`config.mk`:
```
export PLATFORM = sky130hd
export DESIGN_NAME = cla_seq_adder
export DESIGN_NICKNAME = d
export VERILOG_FILES = /design/src/rtl/cla_seq_pkg.sv /design/src/rtl/cla_nbits.sv /design/src/rtl/cla_seq_adder.sv
export SDC_FILE = /design/constraint.sdc
export NUM_CORES = 1
export LEC_CHECK = 0
export CAP_MARGIN = 0
export CORE_MARGIN = 1.5
export CORE_UTILIZATION = 49
export DETAILED_ROUTE_END_ITERATION = 12
export GPL_TIMING_DRIVEN = 1
export PLACE_DENSITY = 0.74
export SETUP_SLACK_MARGIN = 0.5
export SYNTH_ARGS = -nofsm -noshare
export SYNTH_HDL_FRONTEND = slang
export SYNTH_SLANG_ARGS = --single-unit
export TNS_END_PERCENT = 100
```
`constraint.sdc`:
```
create_clock -name clk -period 1.7 [get_ports clk]
set_input_delay 0.34 -clock clk [delete_from_list [all_inputs] [get_ports clk]]
set_output_delay 0.34 -clock clk [all_outputs]
set_load 0.1 [all_outputs]
```
`src/rtl/cla_seq_pkg.sv`:
```
// rtl/cla_seq_pkg.sv - shared types and elaboration helpers for cla_seq_adder
//   state_e    : controller states IDLE / RUN / DONE
//   clog2_f    : ceiling log2 of a positive integer
//   chunks_f   : number of N-bit chunks in a W-bit operand
//   idx_w_f    : chunk index width, never less than 1 bit
package cla_seq_pkg;

  typedef enum logic [1:0] {
    IDLE = 2'b00,
    RUN  = 2'b01,
    DONE = 2'b10
  } state_e;

  function automatic int clog2_f(input int v);
    int r;
    r = 0;
    while ((1 << r) < v) begin
      r = r + 1;
    end
    return r;
  endfunction

  function automatic int chunks_f(input int w, input int n);
    return w / n;
  endfunction

  // A single-chunk build still needs a 1-bit index register.
  function automatic int idx_w_f(input int w, input int n);
    int r;
    r = clog2_f(chunks_f(w, n));
    return (r < 1) ? 1 : r;
  endfunction

endpackage

```
`src/rtl/cla_nbits.sv`:
```
// rtl/cla_nbits.sv - n-bit carry-lookahead adder slice (combinational)
//   a, b : n-bit addends
//   cin  : carry into bit 0
//   s    : n-bit sum
//   cout : carry out of bit n-1
module cla_nbits #(
  parameter int n = 4
) (
  input  logic [n-1:0] a,
  input  logic [n-1:0] b,
  input  logic         cin,
  output logic [n-1:0] s,
  output logic         cout
);

  logic [n-1:0] g;
  logic [n-1:0] p;
  logic [n:0]   c;

  // Each carry is formed directly from generate/propagate terms and cin,
  // so no carry depends on a lower carry signal (true lookahead, not ripple).
  always_comb begin
    logic acc;
    logic pp;
    g    = a & b;
    p    = a ^ b;
    c    = '0;
    acc  = 1'b0;
    pp   = 1'b0;
    c[0] = cin;
    for (int i = 0; i < n; i++) begin
      acc = g[i];
      pp  = p[i];
      for (int j = i - 1; j >= 0; j--) begin
        acc = acc | (pp & g[j]);
        pp  = pp & p[j];
      end
      acc      = acc | (pp & cin);
      c[i + 1] = acc;
    end
  end

  assign s    = p ^ c[n-1:0];
  assign cout = c[n];

endmodule

```
`src/rtl/cla_seq_adder.sv`:
```
// rtl/cla_seq_adder.sv - multi-cycle W-bit adder sequencing one N-bit CLA slice
//   clk, rst_n          : clock (rising edge), asynchronous active-low reset
//   in_valid / in_ready : operand handshake; accepted only in IDLE
//   a, b, cin           : W-bit operands and carry-in
//   sub                 : subtract select, present only with CLA_SEQ_ADDER_SUB_EN
//   out_valid/out_ready : result handshake; result held while out_ready=0
//   sum, cout           : W-bit result and carry out of bit W-1
//   busy                : high in RUN or DONE
//   Optional feature macro: CLA_SEQ_ADDER_SUB_EN
module cla_seq_adder
  import cla_seq_pkg::*;
#(
  parameter int N = 4,
  parameter int W = 16
) (
  input  logic         clk,
  input  logic         rst_n,
  input  logic         in_valid,
  output logic         in_ready,
  input  logic [W-1:0] a,
  input  logic [W-1:0] b,
  input  logic         cin,
`ifdef CLA_SEQ_ADDER_SUB_EN
  input  logic         sub,
`endif
  output logic         out_valid,
  input  logic         out_ready,
  output logic [W-1:0] sum,
  output logic         cout,
  output logic         busy
);

  localparam int CHUNKS = chunks_f(W, N);
  localparam int IDX_W  = idx_w_f(W, N);
  localparam logic [IDX_W-1:0] LAST_IDX = IDX_W'(CHUNKS - 1);

  if (N < 1 || W < N || (W % N) != 0) begin : g_bad_params
    $error("cla_seq_adder: W must be a positive multiple of N");
  end

  state_e         state_q, state_d;
  logic [W-1:0]   a_sr_q, a_sr_d;
  logic [W-1:0]   b_sr_q, b_sr_d;
  logic [W-1:0]   sum_q, sum_d;
  logic           carry_q, carry_d;
  logic [IDX_W-1:0] idx_q, idx_d;
  // Separate result registers keep sum/cout stable outside DONE while
  // sum_q is being refilled by the next operation.
  logic [W-1:0]   res_q, res_d;
  logic           res_cout_q, res_cout_d;

  logic [N-1:0]   slice_s;
  logic           slice_cout;

  cla_nbits #(
    .n(N)
  ) u_slice (
    .a   (a_sr_q[N-1:0]),
    .b   (b_sr_q[N-1:0]),
    .cin (carry_q),
    .s   (slice_s),
    .cout(slice_cout)
  );

  always_comb begin
    state_d    = state_q;
    a_sr_d     = a_sr_q;
    b_sr_d     = b_sr_q;
    sum_d      = sum_q;
    carry_d    = carry_q;
    idx_d      = idx_q;
    res_d      = res_q;
    res_cout_d = res_cout_q;
    case (state_q)
      IDLE: begin
        if (in_valid) begin
          a_sr_d = a;
`ifdef CLA_SEQ_ADDER_SUB_EN
          // a - b == a + ~b + 1; the forced carry replaces cin.
          b_sr_d  = sub ? ~b : b;
          carry_d = sub ? 1'b1 : cin;
`else
          b_sr_d  = b;
          carry_d = cin;
`endif
          idx_d   = '0;
          state_d = RUN;
        end
      end
      RUN: begin
        carry_d = slice_cout;
        // Chunk results enter from the top so chunk 0 ends at the LSBs.
        sum_d   = (sum_q >> N) | (W'(slice_s) << (W - N));
        a_sr_d  = a_sr_q >> N;
        b_sr_d  = b_sr_q >> N;
        if (idx_q == LAST_IDX) begin
          state_d    = DONE;
          res_d      = sum_d;
          res_cout_d = slice_cout;
        end else begin
          idx_d = idx_q + IDX_W'(1);
        end
      end
      DONE: begin
        if (out_ready) begin
          state_d = IDLE;
        end
      end
      default: begin
        state_d = IDLE;
      end
    endcase
  end

  always_ff @(posedge clk or negedge rst_n) begin
    if (!rst_n) begin
      state_q    <= IDLE;
      a_sr_q     <= '0;
      b_sr_q     <= '0;
      sum_q      <= '0;
      carry_q    <= 1'b0;
      idx_q      <= '0;
      res_q      <= '0;
      res_cout_q <= 1'b0;
    end else begin
      state_q    <= state_d;
      a_sr_q     <= a_sr_d;
      b_sr_q     <= b_sr_d;
      sum_q      <= sum_d;
      carry_q    <= carry_d;
      idx_q      <= idx_d;
      res_q      <= res_d;
      res_cout_q <= res_cout_d;
    end
  end

  assign in_ready  = (state_q == IDLE);
  assign out_valid = (state_q == DONE);
  assign busy      = (state_q != IDLE);
  assign sum       = res_q;
  assign cout      = res_cout_q;

endmodule

```
Word level (Yosys, flattened, before mapping)
Index checks and enable logic that the tools add are counted.
{"block": "totals", "reg_bits": 70, "latch_bits": 0, "ram_bits": 0, "romBits": 0, "output_inout_bits": 20, "elab_cells": 66, "n_memories": 0}
{"block": "classes", "addsub": 1, "n_mul": 0, "n_div": 0, "n_lt_le_gt_ge": 0, "eq_ne": 7, "shifts": 0, "muxes": 13, "bitwise": 30, "reduce_logical": 7}
{"op": "$pmux W16 S2", "count": 2}
{"op": "$mux W16", "count": 2}
{"op": "$and A1 B1 Y1", "count": 16}
{"op": "$or A12 B16 Y16", "count": 1}
{"op": "$mux W2", "count": 5}
{"op": "$or A1 B1 Y1", "count": 10}
{"op": "$xor A4 B4 Y4", "count": 2}
{"op": "$ne A2 B2 Y1 const B", "count": 3}
{"op": "$pmux W2 S3", "count": 1}
{"op": "$reduce_and A3 Y1", "count": 2}
{"op": "$and A4 B4 Y4", "count": 1}
{"op": "$eq A2 B2 Y1 const B", "count": 2}
{"op": "$pmux W2 S2", "count": 1}
{"op": "$reduce_and A2 Y1", "count": 2}
{"op": "$reduce_bool A2 Y1", "count": 2}
{"op": "$add A2 B1 Y2 const B", "count": 1}
{"op": "$eq A2 B1 Y1 const B", "count": 1}
{"op": "$logic_not A2 Y1", "count": 1}
{"op": "$ne A2 B1 Y1 const B", "count": 1}
{"op": "$pmux W1 S2", "count": 1}
{"op": "$mux W1", "count": 1}

Depth between registers and ports, before layout
{"block": "logic_depth", "depth_word": 7, "depth_mapped": 5, "depth_no_buf": 4}

Hierarchy
From an unflattened synthesis, not the netlist that was laid out.
{"block": "unflattened", "hier_cells": 279, "area_unflattened_um2": 2944.1}
{"mod": "cla_seq_adder", "n_inst": 1, "cells_per_inst": 262, "area_each_um2": 2796.4}
{"mod": "cla_nbits", "n_inst": 1, "cells_per_inst": 17, "area_each_um2": 147.6}

Worst setup path after synthesis
Ideal clock, no wire load.
{"block": "synth_path", "path_type": "register -> register", "startpoint": "reg state_q[0]", "endpoint": "reg carry_q", "setup_time_ns": 0.137, "arrival_time_ns": 3.243, "slack_ns": -1.680, "stages_incl_launch_ff": 6, "path_buffers": 1, "synth_period_minus_slack_ns": 3.380, "cell_sequence": "dfrtp_1 buf_2 nor2_1 inv_1 nor3b_1 a221oi_1"}
{"block": "synth_via", "elab_chain_cells": 3, "word_cells_on_any_way": 6, "cone_classes": "2 x eq/ne; 1 x mux; 3 x reduce/logical"}
{"item": "from (decl)", "line": "cla_seq_adder.sv:41", "source": "state_e state_q, state_d;"}
{"item": "from (signal assigned)", "line": "cla_seq_adder.sv:126", "source": "state_q <= state_d;"}
{"item": "$logic_not A2 Y1 (*)"}
{"item": "via in_ready", "line": "cla_seq_adder.sv:19", "source": "output logic in_ready,"}
{"item": "$ne A2 B2 Y1 (no line) / $reduce_bool A2 Y1 (equally long branches)"}
{"item": "$reduce_and A2 Y1 (no line)"}
{"item": "to (signal assigned)", "line": "cla_seq_adder.sv:130", "source": "carry_q <= carry_d;"}
{"item": "to (decl)", "line": "cla_seq_adder.sv:45", "source": "logic carry_q, carry_d;"}
Mark *: on every way through the listed nets, which the timed path passes. The rest lies on a longest branch.
A chain may end at the register's enable or synchronous reset.

Worst setup path after layout
{"block": "layout_path", "startpoint": "reg state_q[1]", "endpoint": "reg b_sr_q[8]"}
{"block": "layout_via", "elab_chain_cells": 3, "word_cells_on_any_way": 6, "cone_classes": "2 x eq/ne; 1 x mux; 3 x reduce/logical"}
{"item": "$eq A2 B1 Y1 / $logic_not A2 Y1 (equally long branches)", "line": "cla_seq_adder.sv:74", "source": "case (state_q)"}
{"item": "$reduce_bool A2 Y1 (no line) / $ne A2 B2 Y1 (equally long branches)"}
{"item": "$reduce_and A2 Y1 (no line)"}
{"item": "to (signal assigned)", "line": "cla_seq_adder.sv:128", "source": "b_sr_q <= b_sr_d;"}
{"item": "to (decl)", "line": "cla_seq_adder.sv:43", "source": "logic [W-1:0] b_sr_q, b_sr_d;"}
Several ways; a longest one is shown, not always the timed one.

==> metrics.yaml <==
outcome:
  status: "finished with violations"
  violations: "hold timing"
finish:
  layout.nets: 435
  n_antenna_cell: 0
  drive_above_1_share_pct: 50.6
  area_growth_pct: 73.6
  n_fill_cell: 249
  final_cell_area_mm2: 0.00520
synth:
  synth.distinct_cells: 35
  synth-seq-cells: 66
  syn_area_mm2: 0.00300
  synth_top_area_share_pct: 55.1
  yosys_warnings: 0
  syn-num-nets: 329
  synth-seq-area-share_pct: 55.1
  netlist.top_cell.by_area: "dfrtp_1"
  synth.avg_cell_area_um2: 10.5
  synthCells: 286
  synth_area_leaders: "dfrtp_1 (55%), nand2_1 (8.1%), mux2i_1 (8.0%)"
setup_path:
  crit_chain: "buf_6 > nor2b_4 > buf_12 > buf_16 > mux2i_2 > o21ai_1"
  arrival_ns: 1.89
  cp_num_buf_inv: 3
  startpoint_type: "register"
  critPathKind: "register to register"
  worst-path-max-fanout: 5
  critical_path.max_stage_delay_ns: 0.47
  cpLargestDelayFamily: "flip-flops"
  required_ns: 1.93
  cp-end-kind: "register"
  cpMaxStageDelayCell: "dfrtp_2"
floorplan:
  initial_core_util_pct: 50.6
  fp-row-count: 28
  core_area_mm2: 0.00592
  dieArea_mm2: 0.00659
  die_width_um: 81.2
  io_pins: 57
  die_h_um: 81.2
hold_path:
  hp-class: "input pin to async pin"
sta:
  hold_viol: 1
  setup_tns_ns: 0
  clock_skew_ns: 0.00673
  report.final.slew_viol_count: 0
  worst_pin_slew_ns: 0.502
  setup_viol: 0
  hold_slack_ns: -0.000926
  fin_crit_sh_pct: 97.6
  max_freq_mhz: 603
  rsz0062_at_grt: "true"
  slew_headroom_pct: 66.5
  min_period_ns: 1.66
drt:
  wl_per_cell_um: 21.4
  wl_mm: 10.1
  vias_per_cell: 5.94
  drt_iter0_markers: 184
  drc_errors: 0
  firstDrtPassIters: 5
  antenna_left: 0
  via_count: 2802
global_route:
  grt_pass1_vias: 2687
  grt_pass1_wl_mm: 13.0
  grt.overflow.total: 0
  antenna_found_initial: 0
  track_usage_pct: 27.4
  grt_start_max_net_pins: 39
clock_tree:
  cts_tree: "built"
  clk_latency_ns: 0.35
  cts_buffers: 9
  cts.htree.levels: 3
  cts_num_sinks: 66
  clockRootBuffer: "clkbuf_8"
  cts_buffer_depth: 2
  cts-hold-fix-buffers: 0
  path_clk_slew_ns: 0.07
placed_design:
  place_congestion: 0.783
  portBuffers: 56
  dpl_cell_area_mm2: 0.00394
  dp_hpwl_mm: 4.33
job:
  drv_cap: 0
cell usage in the layout, fill, tap and decap left out, types with 2 or more instances in the layout:
master,n
o21ai_1,25
o31ai_4,2
nand2_4,11
buf_4,20
clkbuf_1,2
clkdlybuf4s50_1,35
o31ai_1,2
nor2b_1,8
mux2i_2,6
clkbuf_8,12
nand2_2,12
mux2_2,2
ha_4,4
buf_16,7
buf_6,17
dfrtp_2,19
nand3b_1,2
mux2_4,10
a21oi_2,12
dfrtp_1,47
o21ai_0,2
mux2i_4,4
o21ai_2,12
nor2b_4,2
nand2_1,42
mux2i_1,14
buf_8,5
buf_12,26
inv_1,6
final cells by class:
class	instances	area [um2]	share of cell area (%)
clock inverters	2	35.0	0.674
inverters	9	40.0	0.770
repair buffers	112	1510	29.0
clock buffers	14	173	3.32
flip-flops and latches	66	1680	32.2
well taps	75	93.8	1.80
multi-input cells	194	1670	32.2
metal layers:
| layer | track usage (%) | share of wire, % |
|---|---|---|
| met3 | 7.87 | 5.4 |
| met4 | 13.4 | 4.5 |
| met2 | 48.1 | 53 |
| met1 | 30.3 | 37 |
| met5 | 0 | 0 |
synth_stat cells:
cell	n
a211oi_1	1
nand3_1	1
xor2_1	1
nor2b_2	1
mux2_2	12
buf_4	2
or2_2	1
o31ai_1	4
o21ai_1	5
buf_2	6
nor2_1	2
o22ai_1	1
nand2b_1	2
inv_1	9
nor3b_1	1
buf_6	1
mux2i_1	24
a221oi_1	1
a21oi_1	14
ha_1	5
and3_1	1
buf_8	2
a211o_1	1
o21ai_0	34
or3_1	1
nand2_1	65
o22a_1	1
dfrtp_1	66
nor2b_1	9
o21bai_1	1
or2b_1	1
clkbuf_1	6
nand3b_1	2
a311oi_1	1
fa_1	1
cells by family after synthesis:
family                   after synthesis  synth area share, %
AND/OR/NAND/NOR                       87                 12.8
flip-flops                            66                 55.1
AO/OA/AOI/OAI                         64                 11.7
multiplexers                          36                 12.5
buffers and inverters                 26                 4.76
adder cells (fa/ha/maj)                6                 2.76
XOR/XNOR                               1                0.292
final timing paths:
path                            start          to  slack [ns]  depth (start not counted)
setup / recovery           state_q[1]   b_sr_q[8]        0.04                          6
hold / removal                  rst_n     sum[11]     -0.0009                          2
setup reg to reg           state_q[1]   b_sr_q[8]        0.04                          6
hold reg to reg             a_sr_q[5]   a_sr_q[5]        0.49                          2
max in group asynchronous       rst_n  state_q[1]        1.26                          2
min in group clk            a_sr_q[5]   a_sr_q[5]        0.49                          2
flip-flops by register name, summed over array words and instances (netlist names):
register	flops
a_sr_q	16
b_sr_q	16
sum	16
sum_q	12
idx_q	2
state_q	2
carry_q	1
cout	1
metrics by stage:
stage	util, %	setup slack [ns]	cells
final	87.8	0.0405	472
after floorplan	-	-0.454	286
after CTS	81.4	0.134	462
after detailed placement	66.5	-0.107	411
after global routing	87.8	0.0213	472
after global placement	66.5	-0.00155	411
repair_timing:
action,4_1_cts,5_1_grt
resized for setup,86,80
endpoints found under the setup margin,84,85
pin swaps,14,28
gates cloned,8,1
setup buffers,27,9
Power is not shown: default switching activity piles up to over one toggle a cycle in this logic, so the estimate is an artifact.
